$ cat src/rtl/fetch_unit.sv
// Instruction fetch stage: drives the PC to instruction memory and buffers
// {pc, instruction} pairs in a small FIFO for decode; redirects flush the FIFO.
module fetch_unit #(
    parameter logic [31:0] RESET_PC = 32'h0000_0000,
    parameter int          DEPTH    = 2
) (
    input  logic        clk,
    input  logic        rst_n,
    output logic [31:0] pc_address,
    input  logic [31:0] instruction,
    input  logic        redirect_valid,
    input  logic [31:0] redirect_pc,
    output logic        if_valid,
    output logic [31:0] if_instruction,
    output logic [31:0] if_pc,
    input  logic        id_ready,
    output logic        misaligned
);
    localparam int          AW       = $clog2(DEPTH);
    localparam logic [AW:0] CNT_FULL = (AW+1)'(DEPTH);
    localparam logic [AW:0] CNT_ONE  = (AW+1)'(1);
    localparam logic [AW-1:0] PTR_ONE = AW'(1);
    localparam logic [31:0] NOP      = 32'h0000_0013;
    localparam logic [31:0] PC_INIT  = {RESET_PC[31:2], 2'b00};

    logic [31:0]   pc;
    logic [AW-1:0] head, tail;
    logic [AW:0]   count;
    logic [31:0]   q_pc  [DEPTH];
    logic [31:0]   q_ins [DEPTH];
    logic          pop, push;

    assign pc_address     = pc;
    assign if_valid       = (count != '0) && !redirect_valid;
    assign if_instruction = q_ins[head];
    assign if_pc          = q_pc[head];
    assign pop            = if_valid && id_ready;
    // A pop in the same cycle frees a slot, so a full queue can still accept.
    assign push           = !redirect_valid && ((count < CNT_FULL) || pop);

    always_ff @(posedge clk or negedge rst_n) begin
        if (!rst_n) begin
            pc         <= PC_INIT;
            head       <= '0;
            tail       <= '0;
            count      <= '0;
            misaligned <= 1'b0;
        end else begin
            misaligned <= redirect_valid && (redirect_pc[1:0] != 2'b00);
            if (redirect_valid) begin
                pc    <= {redirect_pc[31:2], 2'b00};
                head  <= '0;
                tail  <= '0;
                count <= '0;
            end else begin
                if (push) begin
                    pc   <= pc + 32'd4;
                    tail <= tail + PTR_ONE;
                end
                if (pop)
                    head <= head + PTR_ONE;
                if (push && !pop)
                    count <= count + CNT_ONE;
                else if (pop && !push)
                    count <= count - CNT_ONE;
            end
        end
    end

    // Entries reset to a NOP at RESET_PC so the head reads sensibly out of reset.
    always_ff @(posedge clk or negedge rst_n) begin
        if (!rst_n) begin
            for (int i = 0; i < DEPTH; i++) begin
                q_pc[i]  <= PC_INIT;
                q_ins[i] <= NOP;
            end
        end else if (push) begin
            q_pc[tail]  <= pc;
            q_ins[tail] <= instruction;
        end
    end
endmodule

$ cat config.mk
export PLATFORM = sky130hd
export DESIGN_NAME = fetch_unit
export DESIGN_NICKNAME = d
export VERILOG_FILES = /design/src/rtl/fetch_unit.sv
export SDC_FILE = /design/constraint.sdc
export NUM_CORES = 1
export LEC_CHECK = 0
export ABC_AREA = 0
export BUFFER_PORTS_ARGS = -buffer_cell sky130_fd_sc_hd__buf_2
export CORE_ASPECT_RATIO = 1.2
export CORE_MARGIN = 3
export CORE_UTILIZATION = 51
export CTS_BUF_LIST = sky130_fd_sc_hd__clkbuf_4 sky130_fd_sc_hd__clkbuf_8
export DETAILED_ROUTE_END_ITERATION = 12
export GPL_TIMING_DRIVEN = 0
export PLACE_DENSITY = 0.79
export SLEW_MARGIN = 25
export SYNTH_ARGS = -nofsm -noshare
export SYNTH_HDL_FRONTEND = slang
export SYNTH_SLANG_ARGS = --single-unit
$ cat constraint.sdc
create_clock -name clk -period 2.1 [get_ports clk]
set_clock_uncertainty 0.2 [all_clocks]
set_input_delay 0.315 -clock clk [delete_from_list [all_inputs] [get_ports clk]]
set_output_delay 0.315 -clock clk [all_outputs]
set_load 0.02 [all_outputs]
==> impl_metrics.ini, run 1 <==
[global_routing]
first_global_vias = 6158
grt.met3_usage = 0.0677
global_route_wire_length_before_repair_mm = 30.6
grt_use_met1 = 0.280
grt.busiest_layer = met2
grt_start_max_net_pins = 56
antenna_found_initial = 0
grt.met2_usage = 0.454
grt-ovfl-total = 0
global_route.usage.total = 0.250

[detailed_routing]
drt-vias-per-instance = 5.51
route.vias.total = 5652
ant_nets = 0
detail_route.drc_violations = 0
post_drt_wl_per_cell_um = 20.6
totalWireLength_mm = 21.1
drt_first_pass_iters = 4
drt_iter0_markers = 315

[clock_tree]
max-clock-path-buffers = 2
skew_pair_late_insertion_delay_ns = 0.46
root_buffer = sky130_fd_sc_hd__clkbuf_8
ctsHtreeMaxLevel = 4
cts_tree = yes
cts.sinks = 159
cts_made_buffers = 17
worst_setup_hold_path_clk_slew_ns = 0.07

[yosys]
yosysTopAreaCell = sky130_fd_sc_hd__dfrtp_1
yosysUniqueCellTypes = 36
synthTopCellsByArea = sky130_fd_sc_hd__dfrtp_1, sky130_fd_sc_hd__mux2_2, sky130_fd_sc_hd__xnor2_1
ys_seq_elements = 159
synthesis.instances = 561
avgSynthCellArea_sq_um = 13.1
ys_warn_count = 0
syn_area_sq_mm = 0.00733
share_of_the_synthesized_area_in_the_top_cell_type = 0.523
synth_seq_area_share = 0.544

[sta]
final.hold.worst_slack_ns = 0.0649
post-route-period-util = 1.04
period_needed_ns = 2.19
timing.final.setup_violations = 62
timing.setup.tns_ns = -3.55
hold_viol = 0
worst-slew-pin-transition_ns = 0.509
drv_slew = 0
final_critical_path_setup_slack_ns = -0.0928
grt_setup_unrepaired = yes
clock.fmax_mhz = 456
max_slew_margin = 0.660

[power_and_ir_drop]
leakagePower_nw = 4.82
vdd_ir_max_mv = 0.670
power_density_mw_per_mm2 = 913

[die]
dieWidth_um = 115
placementRows = 47
design.portCount = 166
floorplan.die_area_sq_mm = 0.0158
design.core.area_sq_mm = 0.0139
start_util = 0.526
die_h_um = 137

[place]
detailedPlacementHpwl_mm = 12.3
dpl-instance-area_sq_mm = 0.00843
dp.cells = 897
port_buffers = 160
gp_routability_congestion = 0.792

[finish]
layout_common_cells = sky130_fd_sc_hd__dfrtp_1, sky130_fd_sc_hd__mux2_2, sky130_fd_sc_hd__buf_2, sky130_fd_sc_hd__dlygate4sd3_1, sky130_fd_sc_hd__buf_6
area_growth_pct = 44.1
final_area_sq_mm = 0.0106
commonest_non_fill_non_tap_cell_in_the_layout = sky130_fd_sc_hd__dfrtp_1
finalNonFillerCells = 1026
final_layout_size_suffix_gt1_frac = 0.557
final_core_utilization = 0.757
num-nets-final = 911
total_inserted_antenna_cells = 0

[flow_run]
max-cap-violations = 0

[status]
failed_checks = setup timing
outcome = finished with violations

[worst_hold_path]
hold_path.class = in2reg

[setup_path]
crit_slowest_cell = sky130_fd_sc_hd__dfrtp_2
crit_path_cell_trace = buf_12 > clkbuf_16 > mux2_4 > buf_6
crit_family = buffers and inverters
max_fanout_on_critical_path = 7
worst_ep_required_time_ns = 1.58
timing.critical_path.to_type = output pin
worst_path_largest_cell_delay_ns = 0.44
arrival_ns = 1.68
cp.buffers_inverters = 3
timing.reg2reg.setup_slack_ns = 0.05
critical_path_class = reg2out
worstSetupStartpointType = flip-flop
[layout make-up]
cell class / instances / area, sq um
Fill cell: 814 / 3380
Clock inverter: 12 / 71.3
Timing Repair Buffer: 260 / 2220
Sequential cell: 159 / 4010
Inverter: 5 / 18.8
Clock buffer: 20 / 263
Multi-Input combinational cell: 364 / 3440
Tap cell: 171 / 214
Buffer: 35 / 325
[cell usage after synthesis]
cell type,number
sky130_fd_sc_hd__o21ai_1,6
sky130_fd_sc_hd__ha_1,1
sky130_fd_sc_hd__nand3_2,1
sky130_fd_sc_hd__conb_1,1
sky130_fd_sc_hd__buf_6,1
sky130_fd_sc_hd__or4_1,2
sky130_fd_sc_hd__dfstp_2,6
sky130_fd_sc_hd__nand2b_1,2
sky130_fd_sc_hd__mux2i_1,2
sky130_fd_sc_hd__xnor2_1,23
sky130_fd_sc_hd__o31a_1,1
sky130_fd_sc_hd__nand3_1,8
sky130_fd_sc_hd__nor4_2,1
sky130_fd_sc_hd__nand4_1,7
sky130_fd_sc_hd__inv_1,5
sky130_fd_sc_hd__buf_4,4
sky130_fd_sc_hd__and4_1,3
sky130_fd_sc_hd__xor2_1,6
sky130_fd_sc_hd__o21ai_0,27
sky130_fd_sc_hd__nor2b_1,3
sky130_fd_sc_hd__nor3_1,9
sky130_fd_sc_hd__a21oi_1,2
sky130_fd_sc_hd__mux2_2,182
sky130_fd_sc_hd__nor4_1,4
sky130_fd_sc_hd__dfrtp_1,153
sky130_fd_sc_hd__buf_1,4
sky130_fd_sc_hd__nor3b_1,1
sky130_fd_sc_hd__a221o_1,1
sky130_fd_sc_hd__o21a_1,1
sky130_fd_sc_hd__clkbuf_1,15
sky130_fd_sc_hd__nand2_1,46
sky130_fd_sc_hd__and3_1,3
sky130_fd_sc_hd__buf_2,12
sky130_fd_sc_hd__a22oi_1,1
sky130_fd_sc_hd__nor4_4,5
sky130_fd_sc_hd__nor2_1,12
[metal layers]
metal | vias to the layer above | wire length, um
met3 | 47 | 1140
li1 | 2533 | -
met4 | 0 | 544
met1 | 2866 | 7830
met5 | - | 0
met2 | 206 | 11600
[power breakdown]
part / switching (mW) / leakage (nW) / total [mW] / internal [mW]
clock network: 1.12 / 0.174 / 1.98 / 0.856
registers: 0.437 / 1.88 / 4.17 / 3.74
logic: 1.53 / 2.76 / 3.49 / 1.95
total: 3.09 / 4.82 / 9.63 / 6.54
[worst paths after layout]
check	start	to	cells after the start
worst max-delay path	head	if_instruction[11]	4
worst min-delay path	id_ready	count[1]	3
worst max register to register	pc_address[11]	pc_address[24]	6
worst min register to register	q_pc[10]	q_pc[10]	2
max in group asynchronous	rst_n	pc_address[5]	4
min in group asynchronous	rst_n	q_ins[38]	2
[flip-flops by register name (all words and copies together) (netlist names)]
| register | count |
|---|---|
| tail | 1 |
| pc_address | 30 |
| head | 1 |
| misaligned | 1 |
| q_pc | 60 |
| q_ins | 64 |
| count | 2 |
[worst reg2reg max path, stage by stage (launching register included)]
cell and delay [ns]:
sky130_fd_sc_hd__dfrtp_2 0.39, sky130_fd_sc_hd__nand3_2 0.11, sky130_fd_sc_hd__or4_4 0.50, sky130_fd_sc_hd__buf_8 0.17, sky130_fd_sc_hd__nor4_4 0.23, sky130_fd_sc_hd__nor3b_1 0.07, sky130_fd_sc_hd__a221o_1 0.25
[per-stage QoR]
step | total power [mW] | setup slack, ns
2_1_floorplan | 5.78 | 0.0180
3_3_place_gp | 6.48 | -1.93
3_5_place_dp | 6.64 | -0.572
4_1_cts | 9.07 | -0.134
5_1_grt | 10.1 | -0.153
6_report | 9.63 | -0.0928
[cells by family after synthesis]
logic type / synth area share
buffers and inverters: 0.0261
DFF: 0.544
muxes: 0.282
other: 0.000512
AOI/OAI and AO/OA: 0.0285
xor gates and xnor gates: 0.0347
adders and majority gates: 0.00171
and+or+nand+nor: 0.0818
[what timing repair did]
item	CTS	global route
resized for setup	111	137
setup endpoints to repair	200	175
pin swaps	1	2
hold buffers	66	0
cloned	3	3
buffers inserted	17	10
endpoints found under the hold margin	198	0
Power figures use the tool's default switching activity.
==> run 2: changes to the inputs <==
--- a/config.mk
+++ b/config.mk
@@ -7,13 +7,15 @@
 export LEC_CHECK = 0
 export ABC_AREA = 0
 export BUFFER_PORTS_ARGS = -buffer_cell sky130_fd_sc_hd__buf_2
+export CELL_PAD_IN_SITES_DETAIL_PLACEMENT = 1
+export CELL_PAD_IN_SITES_GLOBAL_PLACEMENT = 2
 export CORE_ASPECT_RATIO = 1.2
 export CORE_MARGIN = 3
-export CORE_UTILIZATION = 51
+export CORE_UTILIZATION = 34
 export CTS_BUF_LIST = sky130_fd_sc_hd__clkbuf_4 sky130_fd_sc_hd__clkbuf_8
 export DETAILED_ROUTE_END_ITERATION = 12
 export GPL_TIMING_DRIVEN = 0
-export PLACE_DENSITY = 0.79
+export PLACE_DENSITY_LB_ADDON = 0.1
 export SLEW_MARGIN = 25
 export SYNTH_ARGS = -nofsm -noshare
 export SYNTH_HDL_FRONTEND = slang
==> run 2 against run 1 <==
The run still ends with setup timing left. Critical path type unchanged. Highest routed layer unchanged. Via count decreased by 3.1%. Critical endpoint is now if_pc[20]. Largest cell class unchanged. Maximum frequency increased by 0.40%. Sequential power about the same.
==> impl_metrics.ini, run 2 (same netlist as run 1, synthesis figures left out) <==
[finish]
n_fill_cell = 2161
commonest_non_fill_non_tap_cell_in_the_layout = sky130_fd_sc_hd__dfrtp_1
num-nets-final = 917
largest-register = q_ins
finalNonFillerCells = 1131
total_inserted_antenna_cells = 0
final_layout_size_suffix_gt1_frac = 0.567
layout_common_cells = sky130_fd_sc_hd__dfrtp_1, sky130_fd_sc_hd__mux2_2, sky130_fd_sc_hd__buf_2, sky130_fd_sc_hd__dlygate4sd3_1, sky130_fd_sc_hd__buf_6
area_growth_pct = 48.2
largest_register_ffs = 64

[detailed_routing]
detailroute.wirelength.met3_um = 609
dr_wl_met2_mm = 11.7
route.vias.total = 5477
drt_first_pass_iters = 4
drt-vias-per-instance = 4.84
detail_route.drc_violations = 0
ant_nets = 0
maxUsedRoutingLayer = met4
drt_iter0_markers = 154
post_drt_wl_per_cell_um = 18.8
wl_met1_mm = 8.73
totalWireLength_mm = 21.3

[global_routing]
first_global_vias = 6165
grt_start_max_net_pins = 87
global_route.usage.total = 0.180
antenna_found_initial = 0
global_route_wire_length_before_repair_mm = 33.5
grt-ovfl-total = 0

[worst_hold_path]
min_to = count[1]
hold_path.class = in2reg
hold_path_depth = 3
min_from = id_ready

[clock_tree]
skew_pair_late_insertion_delay_ns = 0.44
ctsHtreeMaxLevel = 4
max-clock-path-buffers = 2
cts_tree = yes
cts.sinks = 159
worst_setup_hold_path_clk_slew_ns = 0.08
cts_made_buffers = 17
root_buffer = sky130_fd_sc_hd__clkbuf_8

[power_and_ir_drop]
vdd_ir_max_mv = 0.432
leakagePower_nw = 4.89
power_density_mw_per_mm2 = 914

[die]
floorplan.die_area_sq_mm = 0.0234
die_h_um = 167
start_util = 0.348
dieWidth_um = 140
design.core.area_sq_mm = 0.0210
design.portCount = 166
placementRows = 58

[status]
outcome = finished with violations
failed_checks = setup timing

[sta]
hold_viol = 0
drv_slew = 0
max_slew_margin = 0.593
post-route-period-util = 1.04
worst-slew-pin-transition_ns = 0.610
clock.fmax_mhz = 458
timing.final.setup_violations = 60
grt_setup_unrepaired = yes
final_critical_path_setup_slack_ns = -0.0841
period_needed_ns = 2.18

[setup_path]
timing.reg2reg.worst_path_depth = 6
max_fanout_on_critical_path = 6
crit_slowest_cell = sky130_fd_sc_hd__dfrtp_2
timing.reg2reg.setup_slack_ns = 0.11
crit_path_cell_trace = buf_12 > clkbuf_16 > mux2_4 > buf_6
worstSetupStartpointType = flip-flop
critical_path_class = reg2out
rr_startpoint = pc_address[11]
cp.buffers_inverters = 3
worst_path_largest_cell_delay_ns = 0.45
arrival_ns = 1.67
timing.critical_path.to_type = output pin
worst_ep_required_time_ns = 1.58
crit_family = buffers and inverters
r2r-end = pc_address[24]

[place]
pre_cts_ws_ns = -0.644
dp.cells = 995
gp_routability_congestion = 0.773
detailedPlacementHpwl_mm = 14.1
port_buffers = 160

[flow_run]
max-cap-violations = 0
==> run 2: stage by stage <==
stage	total power, mW	util	hold slack [ns]	TNS [ns]	cell area, sq um
global route	10.5	0.516	0.0920	-6.68	10900
CTS	9.76	0.498	0.0315	-6.59	10500
detailed placement	6.68	0.405	0.133	-65.39	8530
floorplan	5.78	-	-0.181	0	7350
finish	9.92	0.516	0.0745	-2.60	10900
global placement	6.54	0.403	0.259	-382.56	8490
==> run 2: what timing repair did <==
action	4_1_cts	5_1_grt
pin swaps	2	3
hold endpoints to repair	165	0
resized for setup	168	97
setup buffers	23	11
hold buffers	66	0
endpoints found under the setup margin	206	80
cloned	6	1
==> run 2: worst min-delay path, delay by kind of cell <==
family | cells | cell delay (ns)
buf+inv | 1 | 0.14
simple gates | 2 | 0.21
==> run 2: per-layer routing <==
| metal | up-vias | track usage |
|---|---|---|
| met1 | 2797 | 0.216 |
| met4 | 0 | 0.0442 |
| met3 | 14 | 0.0313 |
| li1 | 2548 | - |
| met5 | - | 0 |
| met2 | 118 | 0.331 |
==> run 2: how the worst max path moves through the flow <==
| stage | to | cells after the start | from | slack [ns] |
|---|---|---|---|---|
| floorplan | pc_address[24] | 6 | pc_address[10] | 0.02 |
| global placement | pc_address[11] | 1 | rst_n | -2.20 |
| detailed placement | q_pc[29] | 6 | count[1] | -0.64 |
| CTS | if_pc[22] | 5 | head | -0.18 |
| global route | if_pc[20] | 4 | head | -0.15 |
| finish | if_pc[20] | 4 | head | -0.08 |
==> run 2: power by group <==
group / internal [mW] / switching [mW] / total (mW)
sequential: 3.73 / 0.404 / 4.14
combinational: 2.00 / 1.49 / 3.49
clock: 1.11 / 1.18 / 2.29
total: 6.85 / 3.07 / 9.92
==> run 2: layout make-up <==
class | instances | area [sq um] | area share
sequential | 159 | 4010 | 0.369
multi-input combinational | 364 | 3490 | 0.321
timing repair buffer | 267 | 2300 | 0.212
tap | 270 | 338 | 0.0311
buffer | 34 | 304 | 0.0280
clock buffer | 20 | 256 | 0.0236
clock inverter | 12 | 139 | 0.0128
inverter | 5 | 18.8 | 0.00173
==> run 3: changes to the inputs <==
--- a/config.mk
+++ b/config.mk
@@ -6,7 +6,7 @@
 export NUM_CORES = 1
 export LEC_CHECK = 0
 export ABC_AREA = 0
-export BUFFER_PORTS_ARGS = -buffer_cell sky130_fd_sc_hd__buf_2
+export BUFFER_PORTS_ARGS = -buffer_cell sky130_fd_sc_hd__buf_4
 export CELL_PAD_IN_SITES_DETAIL_PLACEMENT = 1
 export CELL_PAD_IN_SITES_GLOBAL_PLACEMENT = 2
 export CORE_ASPECT_RATIO = 1.2
==> run 3 against run 2 <==
The run still ends with setup timing left. Routed wire length about the same. Cell area increased by 1.8%. Critical endpoint is now if_pc[17]. Register-to-register slack about the same. Critical path type unchanged.
==> impl_metrics.ini, run 3 (same netlist as run 1, synthesis figures left out) <==
[setup_path]
timing.reg2reg.setup_slack_ns = 0.10
critical_path_class = reg2out
arrival_ns = 1.67
worstSetupStartpointType = flip-flop
worst_ep_required_time_ns = 1.58
max_fanout_on_critical_path = 6
timing.reg2reg.worst_path_depth = 6
r2r-end = q_pc[6]
timing.critical_path.to_type = output pin
rr_startpoint = count[1]

[status]
outcome = finished with violations
failed_checks = setup timing

[power_and_ir_drop]
comb_power_share = 0.361
power_density_mw_per_mm2 = 889
vdd_ir_max_mv = 0.450
pwr-share-clk = 0.218
leakagePower_nw = 4.93
internal-power_mw = 6.69
power.sequential.fraction = 0.421
switchingPower_mw = 3.12
sw_frac_of_total = 0.318

[finish]
largest-register = q_ins
commonest_non_fill_non_tap_cell_in_the_layout = sky130_fd_sc_hd__buf_4
total_inserted_antenna_cells = 0
final_layout_size_suffix_gt1_frac = 0.568
num-nets-final = 917
n_fill_cell = 2113
finalNonFillerCells = 1131
area_growth_pct = 50.8
layout_common_cells = sky130_fd_sc_hd__buf_4, sky130_fd_sc_hd__dfrtp_1, sky130_fd_sc_hd__mux2_2, sky130_fd_sc_hd__dlygate4sd3_1, sky130_fd_sc_hd__buf_6
largest_register_ffs = 64
final_core_utilization = 0.525

[sta]
timing.final.setup_violations = 62
final_critical_path_setup_slack_ns = -0.0868
post-route-period-util = 1.04
grt_setup_unrepaired = yes
drv_slew = 0
hold_viol = 0
clock.fmax_mhz = 457
max_slew_margin = 0.609
worst-slew-pin-transition_ns = 0.587
timing.setup.tns_ns = -3.39
period_needed_ns = 2.19

[place]
port_buffers = 160
gp_routability_congestion = 0.765
detailedPlacementHpwl_mm = 14.0
dp.cells = 995

[worst_hold_path]
hold_path.class = in2reg
min_from = id_ready
min_to = head
hold_path_depth = 4

[detailed_routing]
totalWireLength_mm = 21.3
drt-vias-per-instance = 4.82
detail_route.drc_violations = 0
drt_iter0_markers = 130
post_drt_wl_per_cell_um = 18.8
ant_nets = 0
drt_first_pass_iters = 4
route.vias.total = 5455

[clock_tree]
skew_pair_late_insertion_delay_ns = 0.45
cts_tree = yes
cts.sinks = 159
worst_setup_hold_path_clk_slew_ns = 0.08
ctsHtreeMaxLevel = 4
root_buffer = sky130_fd_sc_hd__clkbuf_8
max-clock-path-buffers = 2
cts_made_buffers = 17

[global_routing]
grt_start_max_net_pins = 87
grt-ovfl-total = 0
first_global_vias = 6149
global_route_wire_length_before_repair_mm = 33.7
antenna_found_initial = 0
global_route.usage.total = 0.184

[die]
start_util = 0.348
die_h_um = 167
design.portCount = 166
dieWidth_um = 140
design.core.area_sq_mm = 0.0210
placementRows = 58
floorplan.die_area_sq_mm = 0.0234

[flow_run]
max-cap-violations = 0
[run 3: how the worst max path moves through the flow]
stage                         startpoint              to  slack [ns]  cells past startpoint
final                               head       if_pc[17]       -0.09                      4
after floorplan           pc_address[10]  pc_address[24]        0.02                      6
after CTS                           head       if_pc[27]       -0.18                      5
after detailed placement        count[1]        q_pc[30]       -0.63                      6
after global routing                head       if_pc[17]       -0.16                      4
after global placement          count[1]        q_pc[38]       -0.72                      4
[run 3: power by group through the flow]
| stage | registers [mW] | logic, mW | clock network (mW) |
|---|---|---|---|
| after floorplan | 4.12 | 1.67 | 0 |
| after global placement | 4.13 | 2.69 | 0 |
| after detailed placement | 4.19 | 2.75 | 0 |
| after CTS | 4.12 | 3.42 | 2.24 |
| after global routing | 4.22 | 3.78 | 2.36 |
| final | 4.13 | 3.54 | 2.14 |
[run 3: final cells by class]
class | instances | area, sq um | share of cell area
clock inverters | 12 | 103 | 0.00929
well taps | 270 | 338 | 0.0306
inverters | 5 | 18.8 | 0.00170
multi-input cells | 364 | 3460 | 0.313
repair buffers | 266 | 2530 | 0.229
flip-flops and latches | 159 | 4010 | 0.363
plain buffers | 35 | 324 | 0.0293
clock buffers | 20 | 263 | 0.0238
[run 3: routing by layer]
| metal | vias to the layer above | GRT usage | part of all wire |
|---|---|---|---|
| li1 | 2545 | - | - |
| met5 | - | 0 | 0 |
| met4 | 0 | 0.0586 | 0.015 |
| met3 | 22 | 0.0304 | 0.028 |
| met1 | 2777 | 0.218 | 0.41 |
| met2 | 111 | 0.337 | 0.55 |
[run 3: metrics by stage]
step           hold WS, ns  total power [mW]  area, sq um  setup WS, ns
2_1_floorplan       -0.181              5.78         7350        0.0180
3_3_place_gp         0.260              6.82         8890        -0.723
3_5_place_dp         0.138              6.94         8930        -0.632
4_1_cts             0.0399              9.78        10800        -0.180
5_1_grt             0.0645              10.4        11000        -0.159
6_report            0.0806              9.81        11000       -0.0868
[run 3: critical path, stage by stage (launching register included)]
cell and delay (ns):
sky130_fd_sc_hd__dfrtp_2 0.45, sky130_fd_sc_hd__buf_12 0.17, sky130_fd_sc_hd__clkbuf_16 0.17, sky130_fd_sc_hd__mux2_4 0.31, sky130_fd_sc_hd__buf_6 0.13
[run 3: timing repair]
item | 4_1_cts | 5_1_grt
hold endpoints to repair | 170 | 0
setup endpoints to repair | 206 | 86
cloned | 6 | 0
pin swaps | 3 | 2
resized for setup | 143 | 57
setup buffers | 21 | 13
hold buffers | 66 | 0
